[src/rtl/me_pkg.sv]
// rtl/me_pkg.sv - shared defaults and state encoding for the SAD best-vector tracker
//
// Purpose: holds the default widths and frame geometry used by sad_best_mv
// and mv_out_buf, plus the tracker FSM state enum.
// Ports: none (package).
package me_pkg;

  // Default candidate vector and SAD widths.
  localparam int MV_W_DFLT         = 4;
  localparam int SAD_W_DFLT        = 16;

  // Default frame geometry in 4x4-pixel blocks (1920x1080 frame).
  localparam int BLKS_PER_ROW_DFLT = 480;
  localparam int BLK_ROWS_DFLT     = 270;

  // Block position index width (covers 0..479 and 0..269).
  localparam int POS_W             = 9;

  // Candidate counter: 5 bits, saturating, 16 candidates per full block.
  localparam int             CNT_W       = 5;
  localparam logic [CNT_W-1:0] CNT_MAX     = 5'd31;
  localparam logic [CNT_W-1:0] CAND_TARGET = 5'd16;

  typedef enum logic {
    ST_IDLE  = 1'b0,
    ST_TRACK = 1'b1
  } trk_state_t;

endpackage

[src/rtl/mv_out_buf.sv]
// rtl/mv_out_buf.sv - single-entry result register with ready/valid handshake
//
// Purpose: captures a closed block's winning vector, SAD and position, holds
// it until the consumer accepts it, and flags results lost to a full register.
// Ports:
//   clk, rst_n           clock, asynchronous active-low reset
//   load                 a block closed this cycle; load_* carry its result
//   load_mv/sad/x/y      result of the closing block
//   out_ready            consumer accepts the held result
//   out_valid            result register is occupied
//   best_mv/best_sad     held winning vector and SAD
//   blk_x/blk_y          held block position
//   frame_done           handshake of the last block of a frame (combinational)
//   err_ovf              sticky: a result was dropped because the register was full
module mv_out_buf
  import me_pkg::*;
#(
  parameter int MV_W         = MV_W_DFLT,
  parameter int SAD_W        = SAD_W_DFLT,
  parameter int BLKS_PER_ROW = BLKS_PER_ROW_DFLT,
  parameter int BLK_ROWS     = BLK_ROWS_DFLT
) (
  input  logic             clk,
  input  logic             rst_n,
  input  logic             load,
  input  logic [MV_W-1:0]  load_mv,
  input  logic [SAD_W-1:0] load_sad,
  input  logic [POS_W-1:0] load_x,
  input  logic [POS_W-1:0] load_y,
  input  logic             out_ready,
  output logic             out_valid,
  output logic [MV_W-1:0]  best_mv,
  output logic [SAD_W-1:0] best_sad,
  output logic [POS_W-1:0] blk_x,
  output logic [POS_W-1:0] blk_y,
  output logic             frame_done,
  output logic             err_ovf
);

  localparam logic [POS_W-1:0] X_LAST = POS_W'(BLKS_PER_ROW - 1);
  localparam logic [POS_W-1:0] Y_LAST = POS_W'(BLK_ROWS - 1);

  logic handshake;
  logic can_load;

  assign handshake = out_valid && out_ready;
  // The register can take a new result if it is empty or is being drained
  // this very cycle.
  assign can_load  = !out_valid || out_ready;

  always_ff @(posedge clk or negedge rst_n) begin
    if (!rst_n) begin
      out_valid <= 1'b0;
      best_mv   <= '0;
      best_sad  <= '0;
      blk_x     <= '0;
      blk_y     <= '0;
      err_ovf   <= 1'b0;
    end else begin
      if (load) begin
        if (can_load) begin
          out_valid <= 1'b1;
          best_mv   <= load_mv;
          best_sad  <= load_sad;
          blk_x     <= load_x;
          blk_y     <= load_y;
        end else begin
          // Old result stays put; the new one is lost.
          err_ovf <= 1'b1;
        end
      end else if (handshake) begin
        out_valid <= 1'b0;
      end
    end
  end

  assign frame_done = handshake && (blk_x == X_LAST) && (blk_y == Y_LAST);

endmodule

[src/rtl/sad_best_mv.sv]
// rtl/sad_best_mv.sv - per-block minimum-SAD motion vector selector
//
// Purpose: watches a stream of (vector, SAD) candidates per 4x4 block, keeps
// the smallest SAD (earliest wins ties), and on block close hands the winner
// and its raster position to the output register.
// Ports:
//   clk, rst_n           clock, asynchronous active-low reset
//   compare              candidate strobe; a low cycle after a run closes the block
//   mv_vertical, sad_in  candidate vector and its SAD
//   out_ready            consumer accepts the reported result
//   out_valid            result available
//   best_mv, best_sad    winning vector and SAD of the reported block
//   blk_x, blk_y         column/row of the reported block
//   frame_done           pulse on handshake of the frame's last block
//   err_short            sticky: a block closed without exactly 16 candidates
//   err_ovf              sticky: a result was dropped because the output was full
module sad_best_mv
  import me_pkg::*;
#(
  parameter int MV_W         = MV_W_DFLT,
  parameter int SAD_W        = SAD_W_DFLT,
  parameter int BLKS_PER_ROW = BLKS_PER_ROW_DFLT,
  parameter int BLK_ROWS     = BLK_ROWS_DFLT
) (
  input  logic             clk,
  input  logic             rst_n,
  input  logic             compare,
  input  logic [MV_W-1:0]  mv_vertical,
  input  logic [SAD_W-1:0] sad_in,
  input  logic             out_ready,
  output logic             out_valid,
  output logic [MV_W-1:0]  best_mv,
  output logic [SAD_W-1:0] best_sad,
  output logic [8:0]       blk_x,
  output logic [8:0]       blk_y,
  output logic             frame_done,
  output logic             err_short,
  output logic             err_ovf
);

  localparam logic [POS_W-1:0] X_LAST = POS_W'(BLKS_PER_ROW - 1);
  localparam logic [POS_W-1:0] Y_LAST = POS_W'(BLK_ROWS - 1);

  trk_state_t state;
  trk_state_t state_nxt;

  logic [MV_W-1:0]  run_mv;
  logic [SAD_W-1:0] run_sad;
  logic [CNT_W-1:0] cand_cnt;
  logic [POS_W-1:0] pos_x;
  logic [POS_W-1:0] pos_y;
  logic             close;

  // ---------------------------------------------------------------- FSM
  always_ff @(posedge clk or negedge rst_n) begin
    if (!rst_n) begin
      state <= ST_IDLE;
    end else begin
      state <= state_nxt;
    end
  end

  always_comb begin
    state_nxt = state;
    close     = 1'b0;
    case (state)
      ST_IDLE: begin
        if (compare) begin
          state_nxt = ST_TRACK;
        end
      end
      ST_TRACK: begin
        if (!compare) begin
          state_nxt = ST_IDLE;
          close     = 1'b1;
        end
      end
      default: begin
        state_nxt = ST_IDLE;
      end
    endcase
  end

  // ------------------------------------------------------ running minimum
  // The first candidate of a block seeds the minimum unconditionally; later
  // ones replace it only when strictly smaller, so ties keep the earlier
  // vector. The running values are frozen while compare is low, which is
  // exactly when the close hands them to the output register.
  always_ff @(posedge clk or negedge rst_n) begin
    if (!rst_n) begin
      run_mv   <= '0;
      run_sad  <= '0;
      cand_cnt <= '0;
    end else if (compare) begin
      if (state == ST_IDLE) begin
        run_mv   <= mv_vertical;
        run_sad  <= sad_in;
        cand_cnt <= CNT_W'(1);
      end else begin
        if (sad_in < run_sad) begin
          run_mv  <= mv_vertical;
          run_sad <= sad_in;
        end
        if (cand_cnt != CNT_MAX) begin
          cand_cnt <= cand_cnt + CNT_W'(1);
        end
      end
    end
  end

  always_ff @(posedge clk or negedge rst_n) begin
    if (!rst_n) begin
      err_short <= 1'b0;
    end else if (close && (cand_cnt != CAND_TARGET)) begin
      err_short <= 1'b1;
    end
  end

  // ------------------------------------------------------ block position
  // Advances on every close, including results the output register drops,
  // so reported positions always match the raster order of the input.
  always_ff @(posedge clk or negedge rst_n) begin
    if (!rst_n) begin
      pos_x <= '0;
      pos_y <= '0;
    end else if (close) begin
      if (pos_x == X_LAST) begin
        pos_x <= '0;
        if (pos_y == Y_LAST) begin
          pos_y <= '0;
        end else begin
          pos_y <= pos_y + POS_W'(1);
        end
      end else begin
        pos_x <= pos_x + POS_W'(1);
      end
    end
  end

  // ------------------------------------------------------ output register
  mv_out_buf #(
    .MV_W         (MV_W),
    .SAD_W        (SAD_W),
    .BLKS_PER_ROW (BLKS_PER_ROW),
    .BLK_ROWS     (BLK_ROWS)
  ) u_out_buf (
    .clk        (clk),
    .rst_n      (rst_n),
    .load       (close),
    .load_mv    (run_mv),
    .load_sad   (run_sad),
    .load_x     (pos_x),
    .load_y     (pos_y),
    .out_ready  (out_ready),
    .out_valid  (out_valid),
    .best_mv    (best_mv),
    .best_sad   (best_sad),
    .blk_x      (blk_x),
    .blk_y      (blk_y),
    .frame_done (frame_done),
    .err_ovf    (err_ovf)
  );

endmodule

[config.mk]
export PLATFORM = sky130hd
export DESIGN_NAME = sad_best_mv
export DESIGN_NICKNAME = d
export VERILOG_FILES = /design/src/rtl/me_pkg.sv /design/src/rtl/mv_out_buf.sv /design/src/rtl/sad_best_mv.sv
export SDC_FILE = /design/constraint.sdc
export NUM_CORES = 1
export LEC_CHECK = 0
export BUFFER_PORTS_ARGS = -buffer_cell sky130_fd_sc_hd__buf_2
export CELL_PAD_IN_SITES_DETAIL_PLACEMENT = 1
export CELL_PAD_IN_SITES_GLOBAL_PLACEMENT = 2
export CORE_ASPECT_RATIO = 1.1
export CORE_MARGIN = 2
export CORE_UTILIZATION = 41
export DETAILED_ROUTE_END_ITERATION = 8
export GPL_ROUTABILITY_DRIVEN = 1
export PLACE_DENSITY_LB_ADDON = 0.1
export SLEW_MARGIN = 20
export SYNTH_ARGS = -nofsm -noshare
export SYNTH_HDL_FRONTEND = slang
export SYNTH_HIERARCHICAL = 1
export SYNTH_SLANG_ARGS = --single-unit
[constraint.sdc]
create_clock -name clk -period 3.37 [get_ports clk]
set_clock_uncertainty 0.15 [all_clocks]
set_input_delay 0.337 -clock clk [delete_from_list [all_inputs] [get_ports clk]]
set_output_delay 0.337 -clock clk [all_outputs]
set_load 0.02 [all_outputs]
==> results.cfg <==
[placement]
dpl-instance-area_um2 = 4500
io_buffers = 65
dp_hpwl_mm = 6.04
finalWeightedCongestion = 0.728

[routing]
postRouteWirelength_mm = 8.17
detailedRoute.firstIterationViolations = 56
wl_per_cell_um = 15.6
drt_drc_violations_left = 0
postRouteAntennaNets = 0
average_via_count_per_standard_cell = 5.11
via_count = 2674
drtPass1Iterations = 4

[synth]
synth_top_flop_cell = dfrtp_1
synth_async_sr_flop_share_pct = 100
postSynthNetCount = 369
netlist-cell-type-count = 40
synth.cell_area_um2 = 4050
share_of_synthesized_cell_area_in_full_adder_half_adder_and_majority_cells_pct = 6.50
synthMuxAreaShare_pct = 18.3
largest_family_of_logic_cells_by_synthesized_area = multiplexers
area_fraction_in_compound_gates_after_synthesis_pct = 6.06
avgSynthCellArea_um2 = 12.5
ys_warn_count = 6
yosysSeqAreaShare_pct = 52.6
postSynthRegisterBits = 85
synth_edf_count = 0
syn-instance-count = 324
yosys.area_share.xor_xnor_pct = 1.30
synth_simple_gate_area_share_pct = 11.0

[layout]
final_layout_size_suffix_gt1_share_pct = 37.5
final_area_um2 = 4730
layout.nets = 443
insertedDiodeCount = 0
layout_overhead_on_the_synthesized_area_pct = 16.8
n_fill_cell = 1066

[clock_tree]
ctsHtreeMaxLevel = 3
max-clock-path-buffers = 2
clock_tree_from_tritoncts = built
clock_sinks = 85
clk_pin_slew_worst_paths_ns = 0.09
numCtsBuffers = 9
clk_root_buffer_cell = clkbuf_8
cts.repair.resized = 0
clkLatencyLatePin_ns = 0.35

[global_route]
antenna_found_initial = 0
globalRoute.totalOverflow = 0
global_route_wire_length_before_repair_mm = 13.7
number_of_global_route_vias_before_repair = 2797
groute.usage.overall_pct = 16.4
grt_max_degree = 32

[timing]
tightest_slew_ns = 0.908
maxSlewViolCount = 0
timing.final.crit_period_ns = 2.53
final.setup.tns_ns = 0
timing.fmax_ghz = 0.395
rsz0062_at_grt = no
max_slew_margin_pct = 38.7
final_hold_viol_count = 0
setup-violations-final = 0
period_share_pct = 75.2

[floorplan]
initial_core_util_pct = 41.5
row_count = 38
io_pins = 66
die-height_um = 108
chipWidth_um = 98.7
fp.dieArea_um2 = 10700
design.core.area_um2 = 9750

[power_and_ir_drop]
powerDensity_nw_per_um2 = 616
vdd_ir_drop_max_v = 0.000384
lkg_pwr_nw = 2.33

[critical_path]
worstPathMaxFanout = 10
crit_path_cell_trace = inv_1 > ha_1 > nand4_1 > or3_1 > a221oi_2 > o32ai_4 > buf_4 > mux2_4
timing_worst_setup_path_type = flop to flop
critical_path.startpoint_type = flop
worst_path_largest_cell_delay_ns = 0.40
worst_path_max_delay_cell = or3_1
worstSetupEndpointType = flop
critPathRequiredTime_ns = 3.46
worstPathArrival_ns = 2.62

[min_path]
worstHoldPathType = primary input to flop

[outcome]
outcome = finished, final reports clean

[job]
max-cap-violations = 0
==> power by group <==
part	switching, mW	internal, mW	total, mW
logic	0.402	0.371	0.773
clock network	0.356	0.403	0.759
registers	0.151	1.23	1.38
total	0.908	2.00	2.91
==> per-layer routing <==
layer,track usage (%),routed length [µm],vias up
li1,-,-,1290
met1,21.5,3720,1325
met2,26.8,3950,53
met3,4.46,403,6
met4,4.99,96,0
met5,0,0,-
==> path summary, 6_finish.rpt <==
| kind | from | end | slack, ns | cells past startpoint |
|---|---|---|---|---|
| min in group asynchronous | rst_n | run_sad[7] | 0.28 | 2 |
| worst min register to register | u_out_buf/err_ovf | u_out_buf/err_ovf | 0.33 | 1 |
| worst min-delay path | compare | state | 0.06 | 1 |
| max in group asynchronous | rst_n | cand_cnt[2] | 2.06 | 3 |
| worst max register to register | run_sad[9] | run_sad[2] | 0.84 | 8 |
| worst max-delay path | run_sad[9] | run_sad[2] | 0.84 | 8 |
==> placed cells by master (no fill, tap or decap), types with 2 or more instances in the layout <==
cell type	Yosys	layout
and3_1	2	2
xor2_1	2	2
nand2_1	27	27
mux2_4	20	20
buf_2	1	64
a21o_1	2	2
nor3_1	4	4
mux2_2	39	39
nand3_1	10	10
inv_1	24	24
ha_1	21	21
dfrtp_1	85	85
buf_4	1	5
or3_1	4	4
nor2_1	8	8
o31ai_1	2	2
o21ai_0	19	19
nand4_1	9	9
xnor2_1	4	4
nand4b_1	4	4
a21oi_1	7	7
or4_1	3	3
clkbuf_8	0	12
nand2b_1	2	2
o21bai_1	2	2
nor4b_1	2	2
==> layout make-up <==
cell class | instances | area [µm²] | share of cell area [%]
flip-flops and latches | 85 | 2130 | 45.0
multi-input cells | 206 | 1760 | 37.1
repair buffers | 71 | 388 | 8.21
clock buffers | 13 | 169 | 3.57
well taps | 120 | 150 | 3.18
inverters | 25 | 93.8 | 1.99
clock inverters | 3 | 42.5 | 0.900
==> flip-flops by register name, summed over array words and instances (netlist names), 4 cells and up <==
signal              cells
cand_cnt                5
run_mv                  4
pos_y                   9
u_out_buf/best_sad     16
u_out_buf/best_mv       4
pos_x                   9
run_sad                16
u_out_buf/blk_y         9
u_out_buf/blk_x         9
==> metrics by stage <==
step	util [%]	hold slack (ns)	worst slack, ns	cells	power, mW
final	48.5	0.0555	0.836	523	2.91
after global routing	48.5	0.0423	0.701	523	3.10
after CTS	48.5	0.0431	0.818	523	2.97
after detailed placement	46.2	0.118	0.781	506	2.19
after global placement	46.2	0.111	0.814	506	2.16
after floorplan	-	-0.109	1.10	324	1.92
==> synthesized netlist by cell type (2+ instances only) <==
master,n,area [µm²]
nand2_1,27,101
inv_1,24,90.1
a21o_1,2,15.0
a21oi_1,7,35.0
nor3_1,4,20.0
o21ai_0,19,95.1
nand3_1,10,50.1
mux2_2,39,439
o21bai_1,2,15.0
dfrtp_1,85,2130
nand4_1,9,56.3
nor2_1,8,30.0
or3_1,4,25.0
xor2_1,2,17.5
mux2_4,20,300
nand4b_1,4,35.0
buf_6,6,67.6
nand2b_1,2,12.5
o31ai_1,2,15.0
ha_1,21,263
and3_1,2,12.5
nor4b_1,2,17.5
xnor2_1,4,35.0
or4_1,3,22.5
==> cell families after synthesis <==
| family | count (synthesis) |
|---|---|
| AND/OR/NAND/NOR | 81 |
| XOR/XNOR | 6 |
| AO/OA/AOI/OAI | 39 |
| buffers and inverters | 33 |
| multiplexers | 59 |
| flip-flops | 85 |
| adder cells (fa/ha/maj) | 21 |
==> worst max-delay path, delay by kind of cell (launching register included) <==
family,cells,cell delay [ns]
AND/OR/NAND/NOR,2,0.53
AO/OA/AOI/OAI,2,0.46
flip-flops,1,0.39
multiplexers,1,0.31
adder cells (fa/ha/maj),1,0.29
buffers and inverters,2,0.28
==> what timing repair did <==
action	CTS	global route
hold buffers	1	0
hold endpoints to repair	24	0
setup buffers	0	0
Note: power is estimated with default switching activity, not from simulation.
